### src/rtl/rv32_clint_if.sv
// Register port between the interconnect bridge and the CLINT: one request, one response.
interface rv32_clint_if #(
   parameter int DATA_W = 32,
   parameter int ADDR_W = 16
);
   logic                req_valid_i;
   logic                req_ready_o;
   logic                req_we_i;
   logic [ADDR_W-1:0]   req_addr_i;
   logic [DATA_W-1:0]   req_wdata_i;
   logic [DATA_W/8-1:0] req_wstrb_i;
   logic                rsp_valid_o;
   logic                rsp_ready_i;
   logic [DATA_W-1:0]   rsp_rdata_o;
   logic                rsp_err_o;

   modport slave (
      input  req_valid_i, req_we_i, req_addr_i, req_wdata_i, req_wstrb_i, rsp_ready_i,
      output req_ready_o, rsp_valid_o, rsp_rdata_o, rsp_err_o
   );

   modport master (
      output req_valid_i, req_we_i, req_addr_i, req_wdata_i, req_wstrb_i, rsp_ready_i,
      input  req_ready_o, rsp_valid_o, rsp_rdata_o, rsp_err_o
   );
endinterface

### src/rtl/rv32_clint.sv
// Core-local interruptor: mtime/mtimecmp/msip behind a single-outstanding register port.
// Response one cycle after accept; a pending response holds req_ready_o low until rsp_ready_i.
module rv32_clint #(
   parameter int DATA_W   = 32,
   parameter int ADDR_W   = 16,
   parameter int PRESCALE = 1
) (
   input  logic        clk_i,
   input  logic        rst_ni,
   rv32_clint_if.slave bus,
   output logic        irq_timer_o,
   output logic        irq_soft_o
);
   localparam int PW = (PRESCALE > 1) ? $clog2(PRESCALE) : 1;
   localparam logic [PW-1:0] PRESC_MAX = PW'(PRESCALE - 1);

   localparam logic [ADDR_W-1:0] A_MSIP    = ADDR_W'(16'h0000);
   localparam logic [ADDR_W-1:0] A_CMP_LO  = ADDR_W'(16'h4000);
   localparam logic [ADDR_W-1:0] A_CMP_HI  = ADDR_W'(16'h4004);
   localparam logic [ADDR_W-1:0] A_TIME_LO = ADDR_W'(16'hBFF8);
   localparam logic [ADDR_W-1:0] A_TIME_HI = ADDR_W'(16'hBFFC);

   logic [PW-1:0]     presc;
   logic              tick;
   logic [63:0]       mtime, mtime_nxt, mtime_inc;
   logic [63:0]       mtimecmp, mtimecmp_nxt;
   logic              msip, msip_nxt;
   logic              accept, wr, mapped;
   logic [ADDR_W-1:0] word_addr;
   logic              hit_msip, hit_cmp_lo, hit_cmp_hi, hit_time_lo, hit_time_hi;
   logic [DATA_W-1:0] rdata_nxt;

   function automatic logic [31:0] merge_bytes(input logic [31:0] old_v,
                                               input logic [31:0] new_v,
                                               input logic [3:0]  strb);
      logic [31:0] r;
      r = old_v;
      for (int b = 0; b < 4; b++) begin
         if (strb[b]) r[8*b +: 8] = new_v[8*b +: 8];
      end
      return r;
   endfunction

   assign bus.req_ready_o = ~bus.rsp_valid_o;
   assign irq_soft_o      = msip;

   always_comb begin
      accept      = bus.req_valid_i & ~bus.rsp_valid_o;
      wr          = accept & bus.req_we_i;
      tick        = (presc == PRESC_MAX);
      word_addr   = bus.req_addr_i & ~ADDR_W'(3);
      hit_msip    = (word_addr == A_MSIP);
      hit_cmp_lo  = (word_addr == A_CMP_LO);
      hit_cmp_hi  = (word_addr == A_CMP_HI);
      hit_time_lo = (word_addr == A_TIME_LO);
      hit_time_hi = (word_addr == A_TIME_HI);
      mapped      = hit_msip | hit_cmp_lo | hit_cmp_hi | hit_time_lo | hit_time_hi;

      rdata_nxt = '0;
      if (!bus.req_we_i) begin
         if (hit_msip)    rdata_nxt = {31'd0, msip};
         if (hit_cmp_lo)  rdata_nxt = mtimecmp[31:0];
         if (hit_cmp_hi)  rdata_nxt = mtimecmp[63:32];
         if (hit_time_lo) rdata_nxt = mtime[31:0];
         if (hit_time_hi) rdata_nxt = mtime[63:32];
      end

      msip_nxt = msip;
      if (wr && hit_msip && bus.req_wstrb_i[0]) msip_nxt = bus.req_wdata_i[0];

      mtimecmp_nxt = mtimecmp;
      if (wr && hit_cmp_lo)
         mtimecmp_nxt[31:0] = merge_bytes(mtimecmp[31:0], bus.req_wdata_i, bus.req_wstrb_i);
      if (wr && hit_cmp_hi)
         mtimecmp_nxt[63:32] = merge_bytes(mtimecmp[63:32], bus.req_wdata_i, bus.req_wstrb_i);

      // A real mtime write suppresses that cycle's increment; unwritten bytes keep old value.
      mtime_inc = mtime + 64'd1;
      mtime_nxt = tick ? mtime_inc : mtime;
      if (wr && hit_time_lo && (|bus.req_wstrb_i))
         mtime_nxt = {mtime[63:32], merge_bytes(mtime[31:0], bus.req_wdata_i, bus.req_wstrb_i)};
      if (wr && hit_time_hi && (|bus.req_wstrb_i))
         mtime_nxt = {merge_bytes(mtime[63:32], bus.req_wdata_i, bus.req_wstrb_i), mtime[31:0]};
   end

   always_ff @(posedge clk_i or negedge rst_ni) begin
      if (!rst_ni) begin
         presc           <= '0;
         mtime           <= 64'd0;
         mtimecmp        <= 64'hFFFF_FFFF_FFFF_FFFF;
         msip            <= 1'b0;
         irq_timer_o     <= 1'b0;
         bus.rsp_valid_o <= 1'b0;
         bus.rsp_rdata_o <= '0;
         bus.rsp_err_o   <= 1'b0;
      end else begin
         presc       <= tick ? '0 : presc + PW'(1);
         mtime       <= mtime_nxt;
         mtimecmp    <= mtimecmp_nxt;
         msip        <= msip_nxt;
         irq_timer_o <= (mtime >= mtimecmp);
         if (accept) begin
            bus.rsp_valid_o <= 1'b1;
            bus.rsp_rdata_o <= rdata_nxt;
            bus.rsp_err_o   <= ~mapped;
         end else if (bus.rsp_valid_o && bus.rsp_ready_i) begin
            bus.rsp_valid_o <= 1'b0;
         end
      end
   end
endmodule

### src/flat_wrapper.sv
// flat-port wrapper written by rule: the top's interface ports become plain ports
module rv32_clint_flat 
#(
   parameter int DATA_W   = 32,
   parameter int ADDR_W   = 16,
   parameter int PRESCALE = 1
)
  (clk_i, rst_ni, irq_timer_o, irq_soft_o, bus_req_valid_i, bus_req_we_i, bus_req_addr_i, bus_req_wdata_i, bus_req_wstrb_i, bus_rsp_ready_i, bus_req_ready_o, bus_rsp_valid_o, bus_rsp_rdata_o, bus_rsp_err_o);
  rv32_clint_if #(.DATA_W(DATA_W), .ADDR_W(ADDR_W)) bus_i ();
  input  logic clk_i;
  input  logic rst_ni;
  output logic irq_timer_o;
  output logic irq_soft_o;
  input wire logic [$bits(bus_i.req_valid_i)-1:0] bus_req_valid_i;
  input wire logic [$bits(bus_i.req_we_i)-1:0] bus_req_we_i;
  input wire logic [$bits(bus_i.req_addr_i)-1:0] bus_req_addr_i;
  input wire logic [$bits(bus_i.req_wdata_i)-1:0] bus_req_wdata_i;
  input wire logic [$bits(bus_i.req_wstrb_i)-1:0] bus_req_wstrb_i;
  input wire logic [$bits(bus_i.rsp_ready_i)-1:0] bus_rsp_ready_i;
  output wire logic [$bits(bus_i.req_ready_o)-1:0] bus_req_ready_o;
  output wire logic [$bits(bus_i.rsp_valid_o)-1:0] bus_rsp_valid_o;
  output wire logic [$bits(bus_i.rsp_rdata_o)-1:0] bus_rsp_rdata_o;
  output wire logic [$bits(bus_i.rsp_err_o)-1:0] bus_rsp_err_o;
  assign bus_i.req_valid_i = bus_req_valid_i;
  assign bus_i.req_we_i = bus_req_we_i;
  assign bus_i.req_addr_i = bus_req_addr_i;
  assign bus_i.req_wdata_i = bus_req_wdata_i;
  assign bus_i.req_wstrb_i = bus_req_wstrb_i;
  assign bus_i.rsp_ready_i = bus_rsp_ready_i;
  assign bus_req_ready_o = bus_i.req_ready_o;
  assign bus_rsp_valid_o = bus_i.rsp_valid_o;
  assign bus_rsp_rdata_o = bus_i.rsp_rdata_o;
  assign bus_rsp_err_o = bus_i.rsp_err_o;
  rv32_clint #(.DATA_W(DATA_W), .ADDR_W(ADDR_W), .PRESCALE(PRESCALE)) u_core (.clk_i(clk_i), .rst_ni(rst_ni), .bus(bus_i), .irq_timer_o(irq_timer_o), .irq_soft_o(irq_soft_o));
endmodule
### config.mk
export PLATFORM = sky130hd
export DESIGN_NAME = rv32_clint_flat
export DESIGN_NICKNAME = d
export VERILOG_FILES = /design/src/rtl/rv32_clint_if.sv /design/src/rtl/rv32_clint.sv /design/src/flat_wrapper.sv
export SDC_FILE = /design/constraint.sdc
export NUM_CORES = 1
export LEC_CHECK = 0
export CELL_PAD_IN_SITES_DETAIL_PLACEMENT = 0
export CELL_PAD_IN_SITES_GLOBAL_PLACEMENT = 1
export CORE_MARGIN = 4
export CORE_UTILIZATION = 45
export DETAILED_ROUTE_END_ITERATION = 12
export PLACE_DENSITY = 0.86
export SYNTH_ARGS = -nofsm -noshare
export SYNTH_HDL_FRONTEND = slang
export SYNTH_SLANG_ARGS = --single-unit
### constraint.sdc
create_clock -name clk_i -period 3.5 [get_ports clk_i]
set_input_delay 0.7 -clock clk_i [delete_from_list [all_inputs] [get_ports clk_i]]
set_output_delay 0.7 -clock clk_i [all_outputs]
set_load 0.02 [all_outputs]
Word-level counts from Yosys, hierarchy flattened
Index checks and enable logic that the tools add are counted.
{"block": "op_classes", "bitwise": 9, "n_addsub": 2, "n_lt_le_gt_ge": 1, "n_mux": 16, "n_eq_ne": 15, "n_reduce_logical": 28}
{"cell": "2-to-1 mux 64 bit", "count": 3}
{"cell": "2-to-1 mux 32 bit", "count": 5}
{"cell": "adder 64 x 1 -> 64 bit (second input constant)", "count": 1}
{"cell": ">= comparator 64 bit", "count": 1}
{"cell": "2-to-1 mux 8 bit", "count": 4}
{"cell": "equality test 14 x 13 -> 1 bit (second input constant)", "count": 2}
{"cell": "equality test 14 bit (second input constant)", "count": 2}
{"cell": "AND reduction 3 bit", "count": 8}
{"cell": "inequality test 2 bit (second input constant)", "count": 11}
{"cell": "zero test 16 bit", "count": 1}
{"cell": "AND reduction 2 bit", "count": 8}
{"cell": "logical AND 1 bit", "count": 9}
{"cell": "2-to-1 mux 1 bit", "count": 4}
{"cell": "OR 1 bit", "count": 4}
{"cell": "OR reduction 4 bit", "count": 1}
{"cell": "NOT 1 bit", "count": 3}
{"cell": "bitwise AND 1 bit", "count": 2}
{"cell": "nonzero test 2 bit", "count": 1}
{"cell": "adder 1 bit (second input constant)", "count": 1}
{"block": "word_totals", "ff_bits": 165, "elab_cells": 93, "in_bits": 57}

Longest topological paths before layout
Gate-level depths: netlist (run 1).
{"block": "logic_depth", "ltp_word": 7, "ltp_mapped": 9, "ltp_nobuf": 8}

Least setup slack after synthesis (run 1)
No wires, ideal clock.
{"block": "synth_path", "path_kind": "reg2reg", "start": "reg u_core.mtime[20]", "end": "reg u_core.mtime[43]", "stages_incl_launch_ff": 9, "arrival_ns": 2.373, "path_slack_ns": 0.996, "setup_ns": 0.130, "n_path_buf": 2, "cell_sequence": "dfrtp_1 nand4_2 or4_4 buf_6 or3_1 buf_2 or4_4 nand3_2 o211ai_2"}
{"block": "synth_via", "elab_chain_cells": 4}
{"element": "start, declared", "line_no": "rv32_clint.sv:25", "text": "logic [63:0] mtime, mtime_nxt, mtime_inc;"}
{"element": "start signal, assigned", "line_no": "rv32_clint.sv:98", "text": "mtime <= mtime_nxt;"}
{"element": "adder 64 x 1 -> 64 bit", "line_no": "rv32_clint.sv:78", "text": "mtime_inc = mtime + 64'd1;"}
{"element": "2-to-1 mux 64 bit", "line_no": "rv32_clint.sv:79", "text": "mtime_nxt = tick ? mtime_inc : mtime;"}
{"element": "2-to-1 mux 64 bit", "line_no": "rv32_clint.sv:80", "text": "if (wr && hit_time_lo && (|bus.req_wstrb_i))"}
{"element": "2-to-1 mux 64 bit", "line_no": "rv32_clint.sv:82", "text": "if (wr && hit_time_hi && (|bus.req_wstrb_i))"}
Every way passes these cells. The select of a mux whose other input is x is not followed.
A chain may end at the register's enable or synchronous reset.

Worst setup path in the final report (run 1)
{"block": "layout_path", "start": "reg u_core.mtimecmp[14]", "end": "reg u_core.irq_timer_o"}
{"block": "layout_via", "elab_chain_cells": 1}
{"element": "start, declared", "line_no": "rv32_clint.sv:26", "text": "logic [63:0] mtimecmp, mtimecmp_nxt;"}
{"element": "start signal, assigned", "line_no": "rv32_clint.sv:99", "text": "mtimecmp <= mtimecmp_nxt;"}
{"element": ">= comparator 64 bit", "line_no": "rv32_clint.sv:101", "text": "irq_timer_o <= (mtime >= mtimecmp);"}
{"element": "end signal, assigned", "line_no": "rv32_clint.sv:101"}
{"element": "end, declared", "line_no": "rv32_clint.sv:11", "text": "output logic irq_timer_o,"}
Every way passes these cells.

==> run metrics, run 1 <==
status=complete, no violations; met3 Use GR=4.51%; Hold WC Path Type=in2async; R2R setup slack=510 ps; sequential area share after synthesis=41.8%; syn nets=1200; vias per cell=6.19; most common cell after layout, fill and taps aside=a21oi_1; clock slew at reported path FFs=70 ps; remaining antenna violation count=0; Sum Neg Setup Slack=0 ps; Max VDD drop=0.000335 V; Max Fanout on Critical Path=3; P&R area growth vs syn=19.4%; RR Endpoint=u_core.irq_timer_o$_DFF_PN0_; Final Setup Violations=0; cell taking the most area after synthesis=dfrtp_1; Worst Path Required=3770 ps; power consumption=4.74 mW; Antenna Cells=0; FF+latch area=4180 sq um; leading cell types in the layout, fill and taps excluded=a21oi_1, dfrtp_1, clkdlybuf4s50_1; postcts setup bufs=0; Async SR Flop Fraction=100%; die area=24700 sq um; LEAKAGE=4.95 nW; GRT Overall Usage=25.2%; Synth top area share=25.0%; critical path class=reg2reg; GR peak layer=met2; io pins=94; first-pass GRT wire length=49.2 mm; FMAX=335 MHz; Worst Max-Slew Pin Slew=879 ps; Avg WL per Cell=21.0 um; post-route minimum period=2990 ps; CTS hold repair buffers=0; port bufs=91; Post-synth EDFFs=0; M2 GR Usage=39.6%; CTS root buf=clkbuf_16; RD Place Congestion=0.885; cells after synthesis=1078; Syn Area/Cell=9.28 sq um; post-synthesis register bit count=164; Clock Skew=11.4 ps; H-tree Lvls=4; GRT met1 Usage=36.2%; clk_lat worst skew=430 ps; final cycle utilization of the critical path=85.3%; share of layout cells above drive strength 1=18.2%; vias in the first global route=8711; Die Y=157 um; core area=21800 sq um; crit end category=register; Slew Viols, Final=0; area of the multi-input gates=5320 sq um; Pwr per Cell Area=397 nW/um^2; initial antenna violation count=0; largest net degree at the start of global routing=69; starting DRC count in detailed routing=928; CTS tree=built; Rel. slew slack=39.9%; Worst EP arrival=3250 ps; R2R depth=8; TritonCTS Buffers=17; top cells by area, synth=dfrtp_1, dfstp_2, ha_1, mux2_2, a21oi_1; count of cell types in the netlist=55; FILL cells=1970; Max-Cap Viols=0; prevailing post-synth register cell=dfrtp_1; Setup crit end=u_core.irq_timer_o$_DFF_PN0_; CTS sink count=164; crit start category=register; Pre-antenna DRT Iters=8; # rows=54; initial core utilization=45.8%; vias=9061; PostCTS Resize Cnt=0; Final Hold Fails=0; Congestion Overflow GR=0; mapped cell area=10000 sq um; Worst R2R Start=u_core.mtimecmp[14]$_DFFE_PN1P_; nets=1293; RSZ-0062 raised after global routing=no; Synth warnings=0; Die Wd=157 um; DR DRC count=0; Worst setup startpoint=u_core.mtimecmp[14]$_DFFE_PN1P_; Final HPWL DP=22.3 mm; drt total wl=30.7 mm; Clock Tree Buf Depth=2
-- critical path, cell delays in order, from the launching register on --
cell,delay (ps)
dfstp_2,540
inv_1,40
ha_1,310
a21oi_1,160
nand2_1,110
a2111oi_0,820
o211ai_1,350
a211oi_1,290
o21ai_0,200
-- through the flow --
stage	hold slack [ps]	setup WS [ps]	utilization (%)	instance area (sq um)	std cells
after detailed placement	478	342	52.0	11300	1432
after global routing	301	320	54.7	11900	1463
after floorplan	404	996	-	10000	1078
after CTS	282	581	54.7	11900	1463
final	252	513	54.7	11900	1463
after global placement	462	361	52.0	11300	1432
-- registers in the layout (all words and copies together), names as in the netlist --
signal / flops
u_core.bus.rsp_err_o: 1
u_core.bus.rsp_rdata_o: 32
u_core.bus.rsp_valid_o: 1
u_core.irq_soft_o: 1
u_core.irq_timer_o: 1
u_core.mtime: 64
u_core.mtimecmp: 64
-- synthesized netlist by cell type, types with 3 or more instances --
cell and n:
o211ai_1 14, a211oi_1 14, o21a_1 5, dfrtp_1 100, buf_2 3, and3_1 27
a21oi_1 145, a222oi_1 32, a311oi_1 6, ha_1 65, nand2_1 86, and2_1 5
mux2_2 65, clkbuf_1 49, and4_1 14, nor2b_1 4, o31ai_1 6, mux2i_1 8
a221o_1 4, nor3_1 20, nor4_1 12, or3_1 4, dfstp_2 64, nand3_1 56
o21ai_0 73, nand4_1 26, o22ai_1 10, a31o_2 5, a21o_1 14, inv_1 75
nor2_1 38
-- power by group --
group	total, mW	internal (mW)	switching [mW]
sequential	2.09	2.00	0.0916
combinational	0.694	0.307	0.386
clock	1.95	1.14	0.809
-- worst min path at each step --
stage / startpoint / endpoint / slack (ps) / depth (start not counted)
3_5_place_dp: u_core.bus.rsp_err_o$_DFFE_PN0P_ / u_core.bus.rsp_err_o$_DFFE_PN0P_ / 480 / 2
5_1_grt: rst_ni / u_core.bus.rsp_rdata_o[10]$_DFFE_PN0P_ / 300 / 1
4_1_cts: rst_ni / u_core.bus.rsp_rdata_o[11]$_DFFE_PN0P_ / 280 / 1
6_report: rst_ni / u_core.bus.rsp_rdata_o[11]$_DFFE_PN0P_ / 250 / 1
3_3_place_gp: u_core.bus.rsp_err_o$_DFFE_PN0P_ / u_core.bus.rsp_err_o$_DFFE_PN0P_ / 460 / 2
2_1_floorplan: rst_ni / u_core.bus.rsp_err_o$_DFFE_PN0P_ / 400 / 0
-- area by class of cell --
class	count	share of cell area, %
clock buffer	20	3.74
clock inverter	11	1.28
inverter	76	2.39
multi-input combinational	782	44.5
sequential	164	35.0
tap	280	2.93
timing repair buffer	130	10.1
-- per-layer routing --
| metal | up-vias | share of wire (%) |
|---|---|---|
| li1 | 4248 | - |
| met1 | 4421 | 45 |
| met2 | 351 | 46 |
| met3 | 41 | 7.4 |
| met4 | 0 | 1.9 |
| met5 | - | 0 |
-- cell families (layout without fill, tap and decap cells) --
logic type | after synthesis | count (layout) | synth area share, %
AOI/OAI and AO/OA | 341 | 341 | 21.2
xor gates and xnor gates | 1 | 1 | 0.0876
adders and majority gates | 65 | 65 | 8.13
buffers and inverters | 132 | 237 | 5.08
DFF | 164 | 164 | 41.8
muxes | 73 | 73 | 8.12
and+or+nand+nor | 302 | 302 | 15.5
(Power assumes the default switching activity.)
==> run 2, diff against run 1 <==
- CORE_UTILIZATION: 45 -> 41
- PLACE_DENSITY: 0.86 -> 0.83
- SLEW_MARGIN: default -> 40
- clock period: 3.5 -> 2.5 ns (I/O delays scaled with it)
==> run 2 against run 1 <==
Against the previous run: the flow now finishes with violations (hold timing); via count increased by 6.9%; cell count increased by 12%; sequential share of layout area decreased by 3.4 points; flip-flop and latch count did not move; global-route usage fell by 0.56 points; power rose by 42%; first-iteration DRC count rose by 16%; fmax is 21% higher; critical path type unchanged; critical endpoint unchanged.
==> run metrics, run 2 (synthesized netlist as in run 1, its figures left out) <==
Pre-antenna DRT Iters=5; remaining antenna violation count=0; most used cell, CP=a221o_1; vias per cell=5.91; Final HPWL DP=24.3 mm; initial core utilization=42.1%; Int Power=4.91 mW; top flop regs=u_core.mtime x64, u_core.mtimecmp x64, u_core.bus.rsp_rdata_o x32; clk_lat worst skew=440 ps; Buf/Inv on CP=1; post-route minimum period=2460 ps; P&R area growth vs syn=32.5%; most common cell after layout, fill and taps aside=buf_4; RD Place Congestion=0.968; DR DRC count=0; Logic pwr share=17.5%; Final Setup Violations=0; Die Wd=164 um; Worst EP arrival=2780 ps; Clock Tree Buf Depth=2; port bufs=91; delay-heaviest family, CP=compound AO/OA/AOI/OAI gates; Congestion Overflow GR=0; Rel. slew slack=68.2%; status=complete, but fails checks; FMAX=406 MHz; initial antenna violation count=1; setup ws final=39.2 ps; Switching Share=27.2%; crit path max-delay cell type=dfstp_2; CTS hold repair buffers=0; Clock Skew=13.6 ps; final cycle utilization of the critical path=98.4%; drt total wl=32.8 mm; Avg WL per Cell=20.0 um; core area=23800 sq um; LEAKAGE=5.69 nW; nets=1429; GRT Overall Usage=24.7%; leading cell types in the layout, fill and taps excluded=buf_4, a21oi_1, dfrtp_1; CTS root buf=clkbuf_16; Final Hold Fails=1; pre-CTS setup slack=-216 ps; failing checks=hold timing; Crit path depth=8; vias in the first global route=9555; CTS sink count=164; Clock power frac=39.8%; # rows=56; share of layout cells above drive strength 1=27.9%; Slew Viols, Final=0; first-pass GRT wire length=52.3 mm; Max-Cap Viols=0; switching power=1.84 mW; Largest stage delay, worst path=550 ps; final std cells w/o fill=1638; Min Hold Slack=-0.729 ps; Antenna Cells=0; Die Y=164 um; Max Fanout on Critical Path=2; CTS tree=built; Worst Max-Slew Pin Slew=472 ps; vias=9683; crit start category=register; placed cells=1602; Hold WC Path Type=in2async; crit end category=register; io pins=94; Reg power frac=42.7%; H-tree Lvls=4; starting DRC count in detailed routing=1076; largest net degree at the start of global routing=55; Max VDD drop=0.000386 V; Pwr per Cell Area=510 nW/um^2; Worst Path Required=2820 ps; TritonCTS Buffers=17; die area=27000 sq um; R2R depth=8; critical path class=reg2reg; RSZ-0062 raised after global routing=yes; clock slew at reported path FFs=60 ps; CP Cell Sequence=inv_2, ha_4, a21o_1, a221o_1, a221o_1, a222oi_1, and3_1, o21ai_1
==> run 2: final cells by class <==
cell class / instances / area, sq um
clock buffer: 24 / 492
clock inverter: 7 / 97.6
fill: 2103 / 10500
inverter: 76 / 285
multi-input combinational: 782 / 5430
sequential: 164 / 4190
tap: 319 / 399
timing repair buffer: 266 / 2360
==> run 2: path summary, 6_finish.rpt <==
path,start,endpoint,slack [ps]
worst max register to register,u_core.mtimecmp[51]$_DFFE_PN1P_,u_core.irq_timer_o$_DFF_PN0_,40
worst min register to register,u_core.bus.rsp_err_o$_DFFE_PN0P_,u_core.bus.rsp_err_o$_DFFE_PN0P_,500
worst min-delay path,rst_ni,u_core.bus.rsp_rdata_o[6]$_DFFE_PN0P_,-0.7
worst max-delay path,u_core.mtimecmp[51]$_DFFE_PN1P_,u_core.irq_timer_o$_DFF_PN0_,40
max in group asynchronous,rst_ni,u_core.mtimecmp[22]$_DFFE_PN1P_,1680
min in group clk_i,u_core.bus.rsp_err_o$_DFFE_PN0P_,u_core.bus.rsp_err_o$_DFFE_PN0P_,500
==> run 2: layer usage <==
metal	track usage [%]	wire [um]	vias up
li1	-	-	4527
met1	35.4	15000	4730
met2	38.5	15000	370
met3	3.96	2130	54
met4	7.21	697	2
met5	0	13	-
==> run 2: power by group through the flow <==
| stage | clock [mW] | combinational [mW] | sequential, mW |
|---|---|---|---|
| 2_1_floorplan | 0 | 0.305 | 3.08 |
| 3_3_place_gp | 0 | 1.15 | 2.92 |
| 3_5_place_dp | 0 | 1.16 | 2.92 |
| 4_1_cts | 2.72 | 1.17 | 2.88 |
| 5_1_grt | 2.84 | 1.29 | 2.90 |
| 6_report | 2.69 | 1.18 | 2.88 |
==> run 2: timing repair <==
| item | in CTS | in global routing |
|---|---|---|
| pin swaps | 2 | 9 |
| gates resized for setup | 2 | 19 |
| endpoints found under the setup margin | 4 | 16 |
| buffers inserted | 0 | 5 |
==> run 2: through the flow <==
step                utilization, %  cell area (sq um)  TNS [ps]  hold WS (ps)  power [mW]
floorplan                        -              10000         0           204        3.39
global placement              52.7              12500     -7320           467        4.07
detailed placement            52.7              12500    -10390           466        4.08
CTS                           55.2              13100         0          2.42        6.76
global route                  55.8              13300     -53.9          18.1        7.03
finish                        55.8              13300         0        -0.729        6.75
==> run 2: worst register-to-register path: stages (launching register included) <==
cell and delay (ps):
dfstp_2 550, inv_2 50, ha_4 210, a21o_1 150
a221o_1 350, a221o_1 360, a222oi_1 330, and3_1 270
o21ai_1 80
